$ cat config.mk
export PLATFORM = sky130hd
export DESIGN_NAME = adj_button_ctrl
export DESIGN_NICKNAME = d
export VERILOG_FILES = /design/src/rtl/clock_pkg.sv /design/src/rtl/btn_debounce.sv /design/src/rtl/adj_button_ctrl.sv
export SDC_FILE = /design/constraint.sdc
export NUM_CORES = 1
export LEC_CHECK = 0
export CORE_ASPECT_RATIO = 1.4
export CORE_MARGIN = 10
export CORE_UTILIZATION = 56
export CTS_BUF_LIST = sky130_fd_sc_hd__clkbuf_16
export CTS_CLUSTER_DIAMETER = 40
export CTS_CLUSTER_SIZE = 14
export DETAILED_ROUTE_END_ITERATION = 10
export PLACE_DENSITY = 0.83
export SLEW_MARGIN = 10
export SYNTH_ARGS = -nofsm -noshare
export SYNTH_HDL_FRONTEND = slang
export SYNTH_SLANG_ARGS = --single-unit
$ cat constraint.sdc
create_clock -name clk -period 2.2 [get_ports clk]
set_input_delay 0.55 -clock clk [delete_from_list [all_inputs] [get_ports clk]]
set_output_delay 0.55 -clock clk [all_outputs]
set_load 0.005 [all_outputs]
$ cat src/rtl/clock_pkg.sv
// Shared definitions for the clock adjust path: FSM encoding, repeat direction
// and the 50 MHz timing defaults used by every adjustable field.
package clock_pkg;

   typedef enum logic [1:0] {
      ST_IDLE,
      ST_DELAY,
      ST_REPEAT,
      ST_LOCK
   } adj_state_t;

   typedef enum logic {
      DIR_UP   = 1'b0,
      DIR_DOWN = 1'b1
   } adj_dir_t;

   localparam int DEB_CYCLES_50M   = 1_000_000;   // 20 ms
   localparam int DELAY_CYCLES_50M = 25_000_000;  // 500 ms
   localparam int RATE_CYCLES_50M  = 5_000_000;   // 100 ms

   function automatic int max3(input int a, input int b, input int c);
      int m;
      m = (a > b) ? a : b;
      return (m > c) ? m : c;
   endfunction

endpackage

$ cat src/rtl/btn_debounce.sv
// Two-flop synchronizer followed by a stable-level debouncer for one raw
// push-button; the stable level moves only after DEB_CYCLES agreeing samples.
module btn_debounce
   import clock_pkg::*;
#(
   parameter int DEB_CYCLES = DEB_CYCLES_50M
) (
   input  logic clk,
   input  logic rst_n,
   input  logic btn_raw,
   output logic stable
);

   localparam int               CNT_W    = $clog2(DEB_CYCLES);
   localparam logic [CNT_W-1:0] CNT_LAST = CNT_W'(DEB_CYCLES - 1);

   logic             sync1_q, sync1_d;
   logic             sync2_q, sync2_d;
   logic             stable_q, stable_d;
   logic [CNT_W-1:0] cnt_q, cnt_d;

   always_comb begin
      // NOTE: every signal gets its default before any branch, so no path can infer a latch.
      sync1_d  = btn_raw;
      sync2_d  = sync1_q;
      stable_d = stable_q;
      cnt_d    = '0;
      if (sync2_q != stable_q) begin
         if (cnt_q == CNT_LAST) begin
            stable_d = sync2_q;
         end else begin
            cnt_d = cnt_q + 1'b1;
         end
      end
   end

   // btn_raw is asynchronous: only sync1_q may go metastable, sync2_q is the clean sample.
   always_ff @(posedge clk or negedge rst_n) begin
      // NOTE: registers use non-blocking assignments so every flop samples pre-edge values.
      if (!rst_n) begin
         sync1_q  <= 1'b0;
         sync2_q  <= 1'b0;
         stable_q <= 1'b0;
         cnt_q    <= '0;
      end else begin
         sync1_q  <= sync1_d;
         sync2_q  <= sync2_d;
         stable_q <= stable_d;
         cnt_q    <= cnt_d;
      end
   end

   assign stable = stable_q;

endmodule

$ cat src/rtl/adj_button_ctrl.sv
// Turns the debounced add/reduce buttons into single-cycle step pulses with
// hold-to-repeat; pressing both buttons locks out stepping until both are released.
module adj_button_ctrl
   import clock_pkg::*;
#(
   parameter int DEB_CYCLES   = DEB_CYCLES_50M,
   parameter int DELAY_CYCLES = DELAY_CYCLES_50M,
   parameter int RATE_CYCLES  = RATE_CYCLES_50M
) (
   input  logic clk,
   input  logic reset,
   input  logic btn_add,
   input  logic btn_reduce,
   output logic step_up,
   output logic step_down,
   output logic held_add,
   output logic held_reduce
);

   localparam int                 TIMER_W    = $clog2(max3(DEB_CYCLES, DELAY_CYCLES, RATE_CYCLES));
   localparam logic [TIMER_W-1:0] DELAY_LAST = TIMER_W'(DELAY_CYCLES - 1);
   localparam logic [TIMER_W-1:0] RATE_LAST  = TIMER_W'(RATE_CYCLES - 1);

   adj_state_t         state_q, state_d;
   adj_dir_t           dir_q, dir_d;
   logic [TIMER_W-1:0] timer_q, timer_d;
   logic               step_up_q, step_up_d;
   logic               step_down_q, step_down_d;
   logic               pulse;
   logic               active_held, other_held;

   btn_debounce #(.DEB_CYCLES(DEB_CYCLES)) u_deb_add (
      .clk     (clk),
      .rst_n   (reset),
      .btn_raw (btn_add),
      .stable  (held_add)
   );

   btn_debounce #(.DEB_CYCLES(DEB_CYCLES)) u_deb_reduce (
      .clk     (clk),
      .rst_n   (reset),
      .btn_raw (btn_reduce),
      .stable  (held_reduce)
   );

   assign active_held = (dir_q == DIR_UP) ? held_add : held_reduce;
   assign other_held  = (dir_q == DIR_UP) ? held_reduce : held_add;

   // Release and lock are tested before timer expiry, so a release never yields a pulse.
   always_comb begin
      state_d = state_q;
      dir_d   = dir_q;
      timer_d = timer_q;
      pulse   = 1'b0;
      unique case (state_q)
         ST_IDLE: begin
            if (held_add && held_reduce) begin
               state_d = ST_LOCK;
            end else if (held_add || held_reduce) begin
               dir_d   = held_add ? DIR_UP : DIR_DOWN;
               pulse   = 1'b1;
               timer_d = '0;
               state_d = ST_DELAY;
            end
         end
         ST_DELAY, ST_REPEAT: begin
            if (other_held) begin
               state_d = ST_LOCK;
               timer_d = '0;
            end else if (!active_held) begin
               state_d = ST_IDLE;
               timer_d = '0;
            end else if (timer_q == ((state_q == ST_DELAY) ? DELAY_LAST : RATE_LAST)) begin
               pulse   = 1'b1;
               timer_d = '0;
               state_d = ST_REPEAT;
            end else begin
               timer_d = timer_q + 1'b1;
            end
         end
         ST_LOCK: begin
            if (!held_add && !held_reduce) begin
               state_d = ST_IDLE;
            end
         end
         default: begin
            state_d = ST_IDLE;
         end
      endcase
      step_up_d   = pulse && (dir_d == DIR_UP);
      step_down_d = pulse && (dir_d == DIR_DOWN);
   end

   always_ff @(posedge clk or negedge reset) begin
      if (!reset) begin
         state_q     <= ST_IDLE;
         dir_q       <= DIR_UP;
         timer_q     <= '0;
         step_up_q   <= 1'b0;
         step_down_q <= 1'b0;
      end else begin
         state_q     <= state_d;
         dir_q       <= dir_d;
         timer_q     <= timer_d;
         step_up_q   <= step_up_d;
         step_down_q <= step_down_d;
      end
   end

   assign step_up   = step_up_q;
   assign step_down = step_down_q;

endmodule

== Word-level counts from Yosys, hierarchy flattened ==
Index checks and enable logic that the tools add are counted.

* Flip-flop bits (word level): 76
* Bits in latches: 0
* RAM bits: 0
* Bits in read-only memories: 0
* Input bits: 4
* Output and inout bits: 4
* Word-level logic and storage cells: 74
* Memories: 0

* Add/subtract/negate cells: 3
* Multipliers: 0
* Divide/modulo/power cells: 0
* $lt $le $gt $ge: 0
* Eq/ne operators: 13
* Shifts and indexed selects: 0
* Multiplexer cells: 30
* Bitwise logic cells: 1
* Reductions and logical operators: 14

{| class="wikitable"
|+ Operators with widths
! cell !! count
|-
| 25-bit two-way mux || 6
|-
| 20-bit two-way mux || 4
|-
| 25-bit one-hot mux with 2 select lines || 1
|-
| 20-bit by 1-bit adder with 20-bit output (second input constant) || 2
|-
| 20-bit == test (second input constant) || 2
|-
| 25-bit by 1-bit adder with 25-bit output (second input constant) || 1
|-
| 25-bit == test || 1
|-
| 2-bit two-way mux || 6
|-
| 1-bit two-way mux || 11
|-
| 2-bit inequality test (second input constant) || 3
|-
| 2-bit one-hot mux with 3 select lines || 1
|-
| 3-bit AND reduction || 2
|-
| 2-bit == test (second input constant) || 2
|-
| 1-bit logical AND || 4
|-
| 4-bit inequality test (second input constant) || 1
|-
| 2-bit AND reduction || 2
|-
| 3-bit inequality test (second input constant) || 1
|-
| 2-bit by 1-bit == test with 1-bit output (second input constant) || 1
|-
| 1-bit zero test || 2
|-
| 2-bit zero test || 1
|-
| 1-bit inequality test || 2
|-
| 1-bit one-hot mux with 2 select lines || 1
|-
| 2-bit nonzero test || 1
|-
| 2-bit OR reduction || 1
|-
| other kinds (2) || 2
|}

== Longest topological paths before layout ==
* Word-level depth: 8
* Depth in mapped cells: 8
* Mapped depth without buffers: 7

== By module ==
Synthesis repeated with hierarchy kept, for this count alone.

* Cells, all modules: 397
* Area, all modules: 3915.0 um^2

{| class="wikitable"
|+ By module, submodules not included
! module !! instances !! cells each !! area each (um^2) !! seq. area each (um^2)
|-
| btn_debounce || 2 || 110 || 1108.6 || 575.6
|-
| adj_button_ctrl || 1 || 177 || 1697.9 || 750.7
|}

== Worst setup path before layout ==
OpenSTA, ideal clock, no wires.

* Path type: reg-to-reg
* From: register state_q[1]
* To: register timer_q[20]
* Setup time: 119 ps
* Arrival: 2112 ps
* Data required time: 2081 ps
* Path slack: -31 ps
* Stages on the path, launching flop included: 9
* Buffers on the path: 1
* Period minus slack after synthesis: 2231 ps
* Cell sequence: dfrtp_1 > inv_1 > ha_1 > or4bb_1 > nor4_2 > o2111ai_2 > a21oi_4 > buf_12 > nor2_2

* Word-level cells in the longest chain between the ends: 7
* Elaborated cells between the ends (all ways): 14
* Those cells by class: eq/ne (5); mux (5); reduce/logical (4)

{| class="wikitable"
|+ Ends and longest elaborated chain
! item !! line !! text
|-
| start: declaration || adj_button_ctrl.sv:24 || <nowiki>adj_state_t state_q, state_d;</nowiki>
|-
| start signal: assignment || adj_button_ctrl.sv:102 || <nowiki>state_q <= state_d;</nowiki>
|-
| 2-bit by 1-bit == test with 1-bit output || adj_button_ctrl.sv:55, adj_button_ctrl.sv:73 ||
|-
| 25-bit two-way mux || adj_button_ctrl.sv:73 || <nowiki>end else if (timer_q == ((state_q == ST_DELAY) ? DELAY_LAST : RATE_LAST)) begin</nowiki>
|-
| 25-bit == test || adj_button_ctrl.sv:73 ||
|-
| 25-bit two-way mux || adj_button_ctrl.sv:73 ||
|-
| 25-bit two-way mux || adj_button_ctrl.sv:70 || <nowiki>end else if (!active_held) begin</nowiki>
|-
| 25-bit two-way mux || adj_button_ctrl.sv:67 || <nowiki>if (other_held) begin</nowiki>
|-
| 25-bit one-hot mux with 2 select lines || adj_button_ctrl.sv:55 || <nowiki>unique case (state_q)</nowiki>
|-
| end signal: assignment || adj_button_ctrl.sv:104 || <nowiki>timer_q <= timer_d;</nowiki>
|-
| end: declaration || adj_button_ctrl.sv:26 || <nowiki>logic [TIMER_W-1:0] timer_q, timer_d;</nowiki>
|}

Parallel ways exist; a longest one is shown, timed or not.
A chain may end at the register's enable or synchronous reset.

== Final worst setup path ==
* From: register state_q[1]
* To: register timer_q[14]

Same word-level chain as after synthesis.

==> flow_summary.yaml <==
sta:
  drv_slew: 0
  fin_ws_ns: -0.1791
  tightest_slew_ns: 0.6865
  fin_worst_skew_ns: 0.006609
  min_period_over_period_pct: 108.1
  rsz0062_at_grt: "true"
  post-route-min-period_ns: 2.379
  max_freq_ghz: 0.4203
  hold_viol_final: 0
  slew_headroom_pct: 53.81
  finalSetupViolations: 24
die:
  die_h_um: 119.2
  start_util_pct: 57.10
  core_um2: 6892
  io_pins: 8
  rows: 36
  fp.dieW_um: 90.85
  die_area_um2: 10830
placement:
  dp_cells: 513
  placed_area_um2: 4242
  dpl.hpwl_mm: 5.712
  place.gp.congestion: 0.9358
  numPortBuffers: 7
power_and_ir_drop:
  p_per_area_nw_per_um2: 589.5
  p_int_mw: 2.170
  power_switching_mw: 0.6040
  combPwrFrac_pct: 2.6
  clock_power_share_pct: 46.2
  p_sw_share_pct: 21.78
  seqPwrFrac_pct: 51.3
  p_leak_nw: 1.971
  ir_drop_v: 0.0006163
detailed_routing:
  first_pass_iters: 5
  ant_nets: 0
  drtIter0Drc: 300
  viasPerCell: 5.813
  wl_mm: 9.260
  vias: 3116
  wire_per_inst_um: 17.28
  drc: 0
grt:
  globalRouteTotalUtil_pct: 16.10
  grt_max_degree: 45
  overflow: 0
  met2_usage_pct: 28.89
  grt-busiest-layer: "met2"
  grt_pass1_wl_mm: 14.38
  antenna_found_initial: 0
  first_global_vias: 3096
  use_met1_pct: 17.68
  grt_use_met3_pct: 3.771
worst_setup_path:
  worstSetupEndpointType: "register"
  crit_path_start_kind: "register"
  critPathRequiredTime_ns: 2.43
  cp.arrival_ns: 2.61
  timing_worst_setup_path_type: "reg2reg"
  crit_fanout: 5
clock_tree:
  clock_path_buffers: 2
  cts_buffers: 9
  clock_latency_ns: 0.34
  cts-htree-levels: 3
  cts_root_buffer: "clkbuf_16"
  path_clk_slew_ns: 0.06
  hold_buffers: 0
  cts_tree: "yes"
  cts.sinks: 76
yosys:
  synth_ff_type: "dfrtp_1"
  syn-cell-area_um2: 3935
  synth_cells: 401
  synth-seq-cells: 76
  seq_area_frac_synth_pct: 48.33
  synthArstFlopShare_pct: 100.0
  synth_fp_nets: 415
  avgSynthCellArea_um2: 9.813
  synth_cell_types: 49
  yosysWarnings: 0
  synth_edf_count: 0
final_layout:
  nFillCells: 462
  fin_util_pct: 68.28
  antennaDiodeCount: 0
  final_cell_mix: "dfrtp_1, nor2_1, xnor2_1, nand2_1, nand3_1"
  syn2layout_area_growth_pct: 19.59
  final_cells: 536
  layout_commonest_cell: "dfrtp_1"
  final_cell_area_um2: 4706
  final_nets: 451
  drive_gt1_share_pct: 16.78
outcome:
  violations: "setup timing"
  status: "finished with violations"
worst_hold_path:
  min-delay-path-class: "in2async"
run:
  maxCapViolations: 0
==> layer usage <==
metal	vias up	share of wire (%)
met3	35	4.1
met2	102	53
met4	0	3.7
met1	1524	39
li1	1455	-
met5	-	0
==> kinds of logic (layout without fill, tap and decap cells) <==
kind of cell             after synthesis  in the layout  share of synthesized area [%]
buffers and inverters                 23             63                          2.671
adder cells (fa/ha/maj)               10             10                          3.180
AO/OA/AOI/OAI                         25             25                          4.611
multiplexers                           4              4                          1.049
AND/OR/NAND/NOR                      206            206                          27.47
XOR/XNOR                              57             57                          12.69
flip-flops                            76             76                          48.33
==> cell usage after synthesis, drive strengths merged (13+ instances only) <==
library cell,number,area share [%]
xnor2,37,8.2
nor2,73,7.6
nand2,37,3.5
nand3,24,3.1
dfrtp,76,48
xor2,20,4.5
inv,16,1.5
nor4,13,2.2
nor3,14,1.8
==> worst max-delay path, cell delays in order (launching register included) <==
cell       delay, ns
dfrtp_1         0.41
inv_2           0.12
ha_4            0.13
or4bb_4         0.55
nor4_4          0.25
o2111ai_2       0.23
a21oi_4         0.32
clkbuf_16       0.22
nor2_2          0.04
==> state kept, by name, indices dropped and copies added (netlist names) <==
| signal | cells |
|---|---|
| dir_q | 1 |
| state_q | 2 |
| step_down | 1 |
| step_up | 1 |
| timer_q | 25 |
| u_deb_add.cnt_q | 20 |
| u_deb_add.stable | 1 |
| u_deb_add.sync1_q | 1 |
| u_deb_add.sync2_q | 1 |
| u_deb_reduce.cnt_q | 20 |
| u_deb_reduce.stable | 1 |
| u_deb_reduce.sync1_q | 1 |
| u_deb_reduce.sync2_q | 1 |
==> worst paths after layout <==
path / depth (start not counted) / endpoint / slack (ns) / startpoint
max reg2reg: 8 / timer_q[14] / -0.18 / state_q[1]
min: 1 / u_deb_add.cnt_q[15] / 0.16 / reset
min reg2reg: 0 / u_deb_reduce.sync2_q / 0.35 / u_deb_reduce.sync1_q
min in group clk: 0 / u_deb_reduce.sync2_q / 0.35 / u_deb_reduce.sync1_q
max: 8 / timer_q[14] / -0.18 / state_q[1]
max in group asynchronous: 2 / u_deb_reduce.sync1_q / 1.46 / reset
==> timing repair <==
action | 4_1_cts | 5_1_grt
gates resized for setup | 0 | 29
endpoints found under the setup margin | 0 | 26
buffers inserted | 0 | 6
hold endpoints to repair | 0 | 0
==> stage by stage <==
stage	setup TNS (ns)	setup slack, ns	total power [mW]	hold WS (ns)
6_report	-3.298	-0.1791	2.774	0.1562
5_1_grt	-4.084	-0.2033	2.855	0.1850
4_1_cts	0	0.02779	2.774	0.1716
3_5_place_dp	0	0.03679	1.521	0.3418
3_3_place_gp	0	0.1176	1.517	0.3318
2_1_floorplan	0	0.07860	1.472	0.2544
==> power by group through the flow <==
stage	combinational [mW]	clock, mW	sequential, mW
after global placement	0.0709	0	1.45
final	0.0712	1.28	1.42
after CTS	0.0748	1.28	1.42
after global routing	0.0822	1.35	1.42
after detailed placement	0.0742	0	1.45
after floorplan	0.0274	0	1.44
==> layout make-up <==
cell class                      instances  area (um^2)  area share [%]
Clock buffer                            9        225.2           4.786
Clock inverter                          6        25.02          0.5318
Inverter                               16        60.06           1.276
Sequential cell                        76         1903           40.44
Multi-Input combinational cell        302         2029           43.13
Tap cell                               95        118.9           2.526
Timing Repair Buffer                   32        344.1           7.312
(Power assumes the default switching activity.)
